<file path="config.mk">
export PLATFORM = sky130hd
export DESIGN_NAME = counter_event_logger
export DESIGN_NICKNAME = d
export VERILOG_FILES = /design/src/rtl/counter_event_logger.sv
export SDC_FILE = /design/constraint.sdc
export NUM_CORES = 1
export LEC_CHECK = 0
export ABC_AREA = 1
export ABC_CLOCK_PERIOD_IN_PS = 4700
export BUFFER_PORTS_ARGS = -buffer_cell sky130_fd_sc_hd__buf_2
export CAP_MARGIN = 5
export CORE_ASPECT_RATIO = 2
export CORE_MARGIN = 2
export CORE_UTILIZATION = 60
export DETAILED_ROUTE_END_ITERATION = 10
export PLACE_DENSITY = 0.78
export SLEW_MARGIN = 20
export SYNTH_ARGS = -nofsm -noshare
export SYNTH_HDL_FRONTEND = slang
export SYNTH_SLANG_ARGS = --single-unit
</file>
<file path="constraint.sdc">
create_clock -name clk -period 4.7 [get_ports clk]
set_input_delay 0.235 -clock clk [delete_from_list [all_inputs] [get_ports clk]]
set_output_delay 0.235 -clock clk [all_outputs]
set_load 0.05 [all_outputs]
</file>
<file path="src/rtl/counter_event_logger.sv">
// Edge-detects counter overflow/underflow, stamps events into a small FIFO and keeps saturating stats.
// Optional COUNTER_EVT_BURST_ALARM_EN adds a sticky burst_alarm output.
module counter_event_logger #(
  parameter int CW     = 16,
  parameter int TS_W   = 16,
  parameter int DEPTH  = 8,
  parameter int STAT_W = 8
) (
  input  logic                     clk,
  input  logic                     rst_n,
  input  logic [CW-1:0]            counter_value,
  input  logic                     counter_overflow,
  input  logic                     counter_underflow,
  input  logic                     clr_stats,
  output logic                     evt_valid,
  input  logic                     evt_ready,
  output logic [1:0]               evt_type,
  output logic [TS_W-1:0]          evt_ts,
  output logic [CW-1:0]            evt_value,
  output logic [STAT_W-1:0]        ovf_count,
  output logic [STAT_W-1:0]        udf_count,
  output logic [STAT_W-1:0]        drop_count,
`ifdef COUNTER_EVT_BURST_ALARM_EN
  output logic                     burst_alarm,
`endif
  output logic [$clog2(DEPTH):0]   fifo_level
);
  localparam int AW = $clog2(DEPTH);

  typedef struct packed {
    logic [1:0]      typ;
    logic [TS_W-1:0] ts;
    logic [CW-1:0]   val;
  } rec_t;

  logic [TS_W-1:0]   ts_q, ts_d;
  logic              ovf_prev_q, udf_prev_q;
  logic [AW:0]       wr_ptr_q, wr_ptr_d, rd_ptr_q, rd_ptr_d;
  logic [STAT_W-1:0] ovf_cnt_q, ovf_cnt_d, udf_cnt_q, udf_cnt_d, drop_cnt_q, drop_cnt_d;
  rec_t              mem_q [DEPTH];
  rec_t              rec_d, head;
  logic              ovf_evt, udf_evt, evt, empty, full, pop, push, drop;

  function automatic logic [STAT_W-1:0] sat_inc(input logic [STAT_W-1:0] c, input logic en);
    return (en && !(&c)) ? c + STAT_W'(1) : c;
  endfunction

  always_comb begin
    ts_d    = ts_q + TS_W'(1);
    ovf_evt = counter_overflow & ~ovf_prev_q;
    udf_evt = counter_underflow & ~udf_prev_q;
    evt     = ovf_evt | udf_evt;
    rec_d   = '{typ: {udf_evt, ovf_evt}, ts: ts_q, val: counter_value};
    empty   = (wr_ptr_q == rd_ptr_q);
    full    = (wr_ptr_q[AW] != rd_ptr_q[AW]) && (wr_ptr_q[AW-1:0] == rd_ptr_q[AW-1:0]);
    pop     = ~empty & evt_ready;
    // A pop in the same cycle frees the slot, so a push at full is still accepted.
    push    = evt & (~full | pop);
    drop    = evt & full & ~pop;
    wr_ptr_d = wr_ptr_q + {{AW{1'b0}}, push};
    rd_ptr_d = rd_ptr_q + {{AW{1'b0}}, pop};
    if (clr_stats) begin
      ovf_cnt_d  = '0;
      udf_cnt_d  = '0;
      drop_cnt_d = '0;
    end else begin
      ovf_cnt_d  = sat_inc(ovf_cnt_q, ovf_evt);
      udf_cnt_d  = sat_inc(udf_cnt_q, udf_evt);
      drop_cnt_d = sat_inc(drop_cnt_q, drop);
    end
  end

  always_ff @(posedge clk or negedge rst_n) begin
    if (!rst_n) begin
      ts_q       <= '0;
      ovf_prev_q <= 1'b0;
      udf_prev_q <= 1'b0;
      wr_ptr_q   <= '0;
      rd_ptr_q   <= '0;
      ovf_cnt_q  <= '0;
      udf_cnt_q  <= '0;
      drop_cnt_q <= '0;
    end else begin
      ts_q       <= ts_d;
      ovf_prev_q <= counter_overflow;
      udf_prev_q <= counter_underflow;
      wr_ptr_q   <= wr_ptr_d;
      rd_ptr_q   <= rd_ptr_d;
      ovf_cnt_q  <= ovf_cnt_d;
      udf_cnt_q  <= udf_cnt_d;
      drop_cnt_q <= drop_cnt_d;
    end
  end

  // Storage needs no reset: the head is masked to zero whenever the FIFO is empty.
  always_ff @(posedge clk) begin
    if (push) mem_q[wr_ptr_q[AW-1:0]] <= rec_d;
  end

  always_comb begin
    head       = mem_q[rd_ptr_q[AW-1:0]];
    evt_valid  = ~empty;
    evt_type   = empty ? 2'b00 : head.typ;
    evt_ts     = empty ? '0 : head.ts;
    evt_value  = empty ? '0 : head.val;
    ovf_count  = ovf_cnt_q;
    udf_count  = udf_cnt_q;
    drop_count = drop_cnt_q;
    fifo_level = wr_ptr_q - rd_ptr_q;
  end

`ifdef COUNTER_EVT_BURST_ALARM_EN
  logic [3:0] win_q, win_d;
  logic [2:0] burst_q, burst_d;
  logic       alarm_q, alarm_d;

  always_comb begin
    win_d   = win_q;
    burst_d = burst_q;
    alarm_d = alarm_q;
    if (clr_stats) begin
      win_d   = '0;
      burst_d = '0;
      alarm_d = 1'b0;
    end else if (evt) begin
      win_d   = 4'd15;
      burst_d = (win_q != 4'd0) ? ((burst_q == 3'd7) ? 3'd7 : burst_q + 3'd1) : 3'd1;
      if (burst_d == 3'd4) alarm_d = 1'b1;
    end else if (win_q != 4'd0) begin
      win_d = win_q - 4'd1;
      if (win_q == 4'd1) burst_d = '0;
    end
  end

  always_ff @(posedge clk or negedge rst_n) begin
    if (!rst_n) begin
      win_q   <= '0;
      burst_q <= '0;
      alarm_q <= 1'b0;
    end else begin
      win_q   <= win_d;
      burst_q <= burst_d;
      alarm_q <= alarm_d;
    end
  end

  assign burst_alarm = alarm_q;
`endif
endmodule

</file>
==> results.ini, run 1 <==
[outcome]
status=finished, final reports clean

[final_layout]
mostFrequentLayoutCells=edfxtp_1 (272), nor2_1 (270), o21ai_0 (134)
drive_gt1_share_pct=13.1
regArea_um2=9430
layoutNonFillerInstCount=1527
n_antenna_cell=0
syn2layout_area_growth_pct=12.0
fillers=1575
design_area_um2=15100
fin_util_pct=68.4
nNetsFinal=1266
multi_input_area_um2=3560
layout_commonest_cell=edfxtp_1

[placement]
postPlaceCellArea_um2=14000
numPortBuffers=84
dp_cells=1459
gp_congestion=0.780
dp_hpwl_um=16200

[floorplan]
die_h_um=216
fp.dieArea_um2=23700
num_rows=77
dieWidth_um=110
num_io_pins=85
start_util_pct=61.1
coreArea_um2=22100

[global_routing]
antenna_found_initial=0
grt_usage_pct=23.8
first_global_vias=8812
overflow=0
grt_pass1_wl_um=43500
grt_max_degree=106

[min_path]
hold_path_class=in -> reg
min_from=counter_value[2]

[route]
wl_um=27700
first_pass_iters=5
wl_per_cell_um=18.1
dr_total_vias=8830
route.detailed.drc=0
vias_per_cell=5.78
antenna_left=0
drtIter0Drc=569

[worst_setup_path]
worst_path_max_delay_cell=clkinv_2
path_delay_family=buffers and inverters
crit_arrival_ns=3.67
cp_max_fo=70
critPathMaxStageDelay_ns=0.93
critical_path.n_buffers_inverters=3
crit_path_end_kind=output pin
critical_path_required_ns=4.47
worstPathCellList=clkinv_2 -> buf_12 -> o21ai_0 -> o22ai_1 -> nor2_1 -> nor2_1 -> buf_2
r2r_start=rd_ptr_q[0]$_DFF_PN0_
critPathLaunchType=flip-flop
crit_top_cell=nor2_1
crit_start=rd_ptr_q[0]$_DFF_PN0_
crit_type=reg -> out

[yosys]
ys_ff_latch=322
yosysSeqAreaShare_pct=69.9
ys_async_sr_fraction_pct=15.5
synth_cells=1146
ys_types=33
syn-cell-area_um2=13500
avgSynthCellArea_um2=11.8
synth_edf_count=272
synth-main-ff-cell=edfxtp_1
syn_nets=1180
yosysWarningCount=0

[timing]
fin_skew_ns=0.0240
worstMarginPinSlew_ns=1.07
report.final.setup_viol=0
maxSlewHeadroom_pct=28.6
min_period_ns=3.91
fmax_mhz=256
setup-tns-final_ns=0
hold_viol=0
slew_violations=0
rsz0062_at_grt=false
whs_ns=0.0189
finalCritPeriodShare_pct=83.2

[clock_network]
cts_buffer_depth=3
cts_tree=yes
cts.clk_slew.worst_paths_ns=0.07
cts_root_buffer=clkbuf_16
cts_made_buffers=26
postCtsSetupRepairBufs=0
cts-htree-levels=1
cts.sinks=322
clk_latency_ns=0.54

[pwr]
p_per_area_nw_per_um2=675
p_leak_nw=5.77
irDropWorstVdd_v=0.000523

[flow_run]
cap_violations=0

## worst paths after layout
path	to	slack (ns)	cells after the start
min in group asynchronous	ts_q[13]$_DFF_PN0_	0.36	3
max reg2reg	mem_q[6][2]$_DFFE_PP_	1.27	9
max	evt_ts[3]	0.79	7
min	mem_q[5][2]$_DFFE_PP_	0.02	1
min reg2reg	wr_ptr_q[0]$_DFF_PN0_	0.53	1
max in group asynchronous	rd_ptr_q[0]$_DFF_PN0_	3.82	3
## state kept, by name, summed over array words and instances (netlist names)
signal / cells
mem_q: 272
drop_count: 8
ts_q: 16
ovf_prev_q: 1
wr_ptr_q: 4
udf_count: 8
rd_ptr_q: 4
ovf_count: 8
udf_prev_q: 1
## kinds of logic (layout without fill, tap and decap cells)
| group | count (synthesis) | count (layout) | share of synthesized area [%] |
|---|---|---|---|
| and+or+nand+nor | 466 | 466 | 13.9 |
| xor gates and xnor gates | 30 | 30 | 1.95 |
| DFF | 322 | 322 | 69.9 |
| buffers and inverters | 102 | 207 | 4.11 |
| AOI/OAI and AO/OA | 214 | 214 | 8.94 |
| adders and majority gates | 12 | 12 | 1.17 |
## worst reg2reg max path, delay by kind of cell, from the launching register on
kind,cells,cell delay [ns]
buf+inv,3,0.56
flops,1,0.89
simple gates,5,1.26
fa+ha+maj,1,0.37
## synthesized netlist by cell type (7+ instances only)
| master | number | area share (%) |
|---|---|---|
| o22ai_1 | 34 | 1.6 |
| o211ai_1 | 34 | 1.9 |
| buf_6 | 11 | 0.92 |
| nor2_1 | 278 | 7.7 |
| nor3_1 | 7 | 0.26 |
| dfrtp_1 | 50 | 9.3 |
| buf_4 | 9 | 0.50 |
| nand2_1 | 132 | 3.7 |
| o21ai_1 | 8 | 0.30 |
| edfxtp_1 | 272 | 61 |
| clkbuf_2 | 7 | 0.26 |
| buf_2 | 10 | 0.37 |
| o21ai_0 | 134 | 5.0 |
| nand3_1 | 33 | 1.2 |
| clkbuf_1 | 18 | 0.50 |
| ha_1 | 11 | 1.0 |
| inv_1 | 40 | 1.1 |
| xor2_1 | 25 | 1.6 |
## metal layers
layer  global-route usage (%)  routed length, um  vias up
met1                     26.7              10200     4305
met4                     10.1                899        0
li1                         -                  -     4170
met5                        0                  0        -
met2                     43.6              15100      289
met3                     3.29               1440       66
## where the power goes
part | leakage [nW] | switching [W] | internal (W)
Combinational | 2.19 | 0.00341 | 0.00106
Sequential | 3.18 | 0.000183 | 0.00346
Clock | 0.403 | 0.000939 | 0.00114
## through the flow
stage                     worst slack [ns]  total power, W
final                                0.791          0.0102
after CTS                            0.801          0.0102
after detailed placement              1.31         0.00813
after global routing                 0.545          0.0107
after floorplan                       1.19         0.00717
after global placement                1.40         0.00805
## final cells by class
cell class | instances | share of cell area (%)
Inverter | 45 | 1.13
Sequential cell | 322 | 62.5
Clock buffer | 35 | 4.81
Multi-Input combinational cell | 722 | 23.6
Timing Repair Buffer | 115 | 5.17
Clock inverter | 12 | 0.572
Tap cell | 276 | 2.29
## timing repair
item                                   in CTS  in global routing
endpoints found under the hold margin     162                  0
resized for setup                           0                  0
hold buffers                               17                  0
(Power assumes the default switching activity.)
==> run 2: changes to the inputs <==
--- a/config.mk
+++ b/config.mk
@@ -6,7 +6,7 @@
 export NUM_CORES = 1
 export LEC_CHECK = 0
 export ABC_AREA = 1
-export ABC_CLOCK_PERIOD_IN_PS = 4700
+export ABC_CLOCK_PERIOD_IN_PS = 3650
 export BUFFER_PORTS_ARGS = -buffer_cell sky130_fd_sc_hd__buf_2
 export CAP_MARGIN = 5
 export CORE_ASPECT_RATIO = 2
==> constraint.sdc (replaced) <==
create_clock -name clk -period 3.65 [get_ports clk]
set_input_delay 0.1825 -clock clk [delete_from_list [all_inputs] [get_ports clk]]
set_output_delay 0.1825 -clock clk [all_outputs]
set_load 0.05 [all_outputs]
==> results.ini, run 2 (synthesized netlist as in run 1, its figures left out) <==
[clock_network]
cts.sinks=322  ; unchanged
cts_made_buffers=26  ; unchanged
cts-htree-levels=1  ; unchanged
cts_buffer_depth=3  ; unchanged
cts.hold.buffers_added=19  ; +2
cts_resized=0  ; unchanged
clk_latency_ns=0.54  ; about the same
cts_tree=yes
cts_root_buffer=clkbuf_16
postCtsSetupRepairBufs=0  ; unchanged
cts.clk_slew.worst_paths_ns=0.07  ; about the same

[floorplan]
fp.dieArea_um2=23700  ; unchanged
start_util_pct=61.1  ; unchanged
dieWidth_um=110  ; unchanged
num_io_pins=85  ; unchanged
coreArea_um2=22100  ; unchanged
num_rows=77  ; unchanged
die_h_um=216  ; unchanged

[timing]
finalCritPeriodShare_pct=93.7
rsz0062_at_grt=false
setup-tns-final_ns=0  ; unchanged
fin_skew_ns=0.00865  ; -0.0154 ns
maxSlewHeadroom_pct=41.4  ; +13 points
min_period_ns=3.42
worstMarginPinSlew_ns=0.879  ; -0.191 ns
report.final.setup_viol=0  ; unchanged
slew_violations=0  ; unchanged
fmax_mhz=292
hold_viol=0  ; unchanged

[worst_setup_path]
critical_path.n_buffers_inverters=2  ; -1
timing.rr.end=mem_q[2][22]$_DFFE_PP_
cp_max_fo=90  ; +29%
reg2reg_slack_ns=0.81  ; -0.46 ns
critPathMaxStageDelay_ns=0.78  ; -0.15 ns
worstPathCellList=buf_4 -> o21ai_0 -> o211ai_1 -> nand2_1 -> nor2_1 -> buf_2
crit_arrival_ns=3.24  ; -0.43 ns
worst_path_max_delay_cell=buf_4
path_depth=6  ; -1
critical_path_required_ns=3.47  ; -1.00 ns
r2r_start=rd_ptr_q[0]$_DFF_PN0_
crit_path_end_kind=output pin
crit_type=reg -> out
crit_start=rd_ptr_q[0]$_DFF_PN0_
critPathLaunchType=flip-flop
setup.worst_path.end=evt_value[0]
r2r_cells=9  ; unchanged
path_delay_family=buffers and inverters

[final_layout]
largest_reg_flops=272  ; unchanged
syn2layout_area_growth_pct=12.6
design_area_um2=15200  ; +0.51%
layout_commonest_cell=edfxtp_1
n_antenna_cell=0  ; unchanged
nNetsFinal=1273  ; +0.55%
drive_gt1_share_pct=13.4  ; +0.32 points
mostFrequentLayoutCells=edfxtp_1 (272), nor2_1 (270), o21ai_0 (134)

[pwr]
p_per_area_nw_per_um2=878  ; +30%
power_w=0.0133  ; +31%
irDropWorstVdd_v=0.000810  ; +55%
swShare_pct=44.4  ; -0.049 points
p_seq_share_pct=35.0  ; -0.7 points
combPwrFrac_pct=44.0  ; about the same
internal-power_w=0.00740  ; +31%
clock_power_share_pct=21.1  ; +0.7 points
p_leak_nw=5.80  ; +0.65%
switchingPower_w=0.00591  ; +31%

[flow_run]
cap_violations=0  ; unchanged

[global_routing]
grt_pass1_wl_um=45400  ; +4.2%
grt_max_degree=91  ; -14%
use_met1_pct=29.1  ; +2.4 points
overflow=0  ; unchanged
antenna_found_initial=0  ; unchanged
grt_usage_pct=25.0  ; +1.2 points
first_global_vias=8982  ; +1.9%
grt_util_met2_pct=45.3  ; +1.7 points
busiest_layer=met2
use_met3_pct=2.84  ; -0.45 points

[route]
drtIter0Drc=816  ; +43%
wl_um=28500  ; +3.0%
dr_total_vias=8961  ; +1.5%
first_pass_iters=5  ; unchanged
wl_per_cell_um=18.6  ; +2.5%
route.detailed.drc=0  ; unchanged
antenna_left=0  ; unchanged
vias_per_cell=5.84  ; +1.0%

[placement]
numPortBuffers=84  ; unchanged
postPlaceCellArea_um2=14100  ; +0.84%
dp_hpwl_um=16700  ; +3.1%
gp_congestion=0.775  ; -0.58%

[min_path]
hold-path-cell-count=2  ; +1
hold_path_class=in -> reg
min_from=clr_stats

[outcome]
status=finished, final reports clean

run 2: cell types whose count changed in the layout (fill, tap and decap cells not counted), moves of 2 or more:
cell | previous run | this run
clkbuf_8 | 2 | 0
dlygate4sd3_1 | 17 | 19
buf_16 | 3 | 0
bufinv_16 | 1 | 3
buf_12 | 2 | 5
buf_4 | 9 | 15
run 2: cell type report:
type,count,area (um^2)
flip-flops and latches,322,9430
repair buffers,122,818
fillers,1600,6890
well taps,276,345
clock buffers,33,698
clock inverters,14,153
multi-input cells,722,3560
inverters,45,170
run 2: stage by stage:
step / hold WS [ns] / util [%] / worst slack, ns / cells
5_1_grt: 0.0128 / 68.8 / 0.0590 / 1534
3_3_place_gp: 0.311 / 64.0 / 0.886 / 1468
6_report: 0.00936 / 68.8 / 0.229 / 1534
3_5_place_dp: 0.310 / 64.0 / 0.805 / 1468
2_1_floorplan: -0.113 / - / 0.143 / 1146
4_1_cts: 0.00302 / 68.7 / 0.307 / 1534
run 2: power groups by stage:
| stage | combinational (W) | clock, W | sequential [W] |
|---|---|---|---|
| after detailed placement | 0.00583 | 0 | 0.00473 |
| after CTS | 0.00587 | 0.00283 | 0.00465 |
| final | 0.00585 | 0.00280 | 0.00465 |
| after floorplan | 0.00457 | 0 | 0.00466 |
| after global placement | 0.00572 | 0 | 0.00471 |
| after global routing | 0.00634 | 0.00295 | 0.00470 |
run 2: per-layer routing:
| layer | wire, um | share of wire [%] |
|---|---|---|
| met1 | 10300 | 36 |
| met2 | 15700 | 55 |
| met3 | 1420 | 5.0 |
| met4 | 1060 | 3.7 |
| met5 | 0 | 0 |
run 2: how the worst min path moves through the flow:
stage and to:
6_report ovf_count[0]$_DFFE_PN0P_, 3_3_place_gp udf_prev_q$_DFF_PN0_, 3_5_place_dp udf_prev_q$_DFF_PN0_, 5_1_grt ovf_count[0]$_DFFE_PN0P_, 4_1_cts ovf_count[0]$_DFFE_PN0P_, 2_1_floorplan drop_count[0]$_DFFE_PN0P_
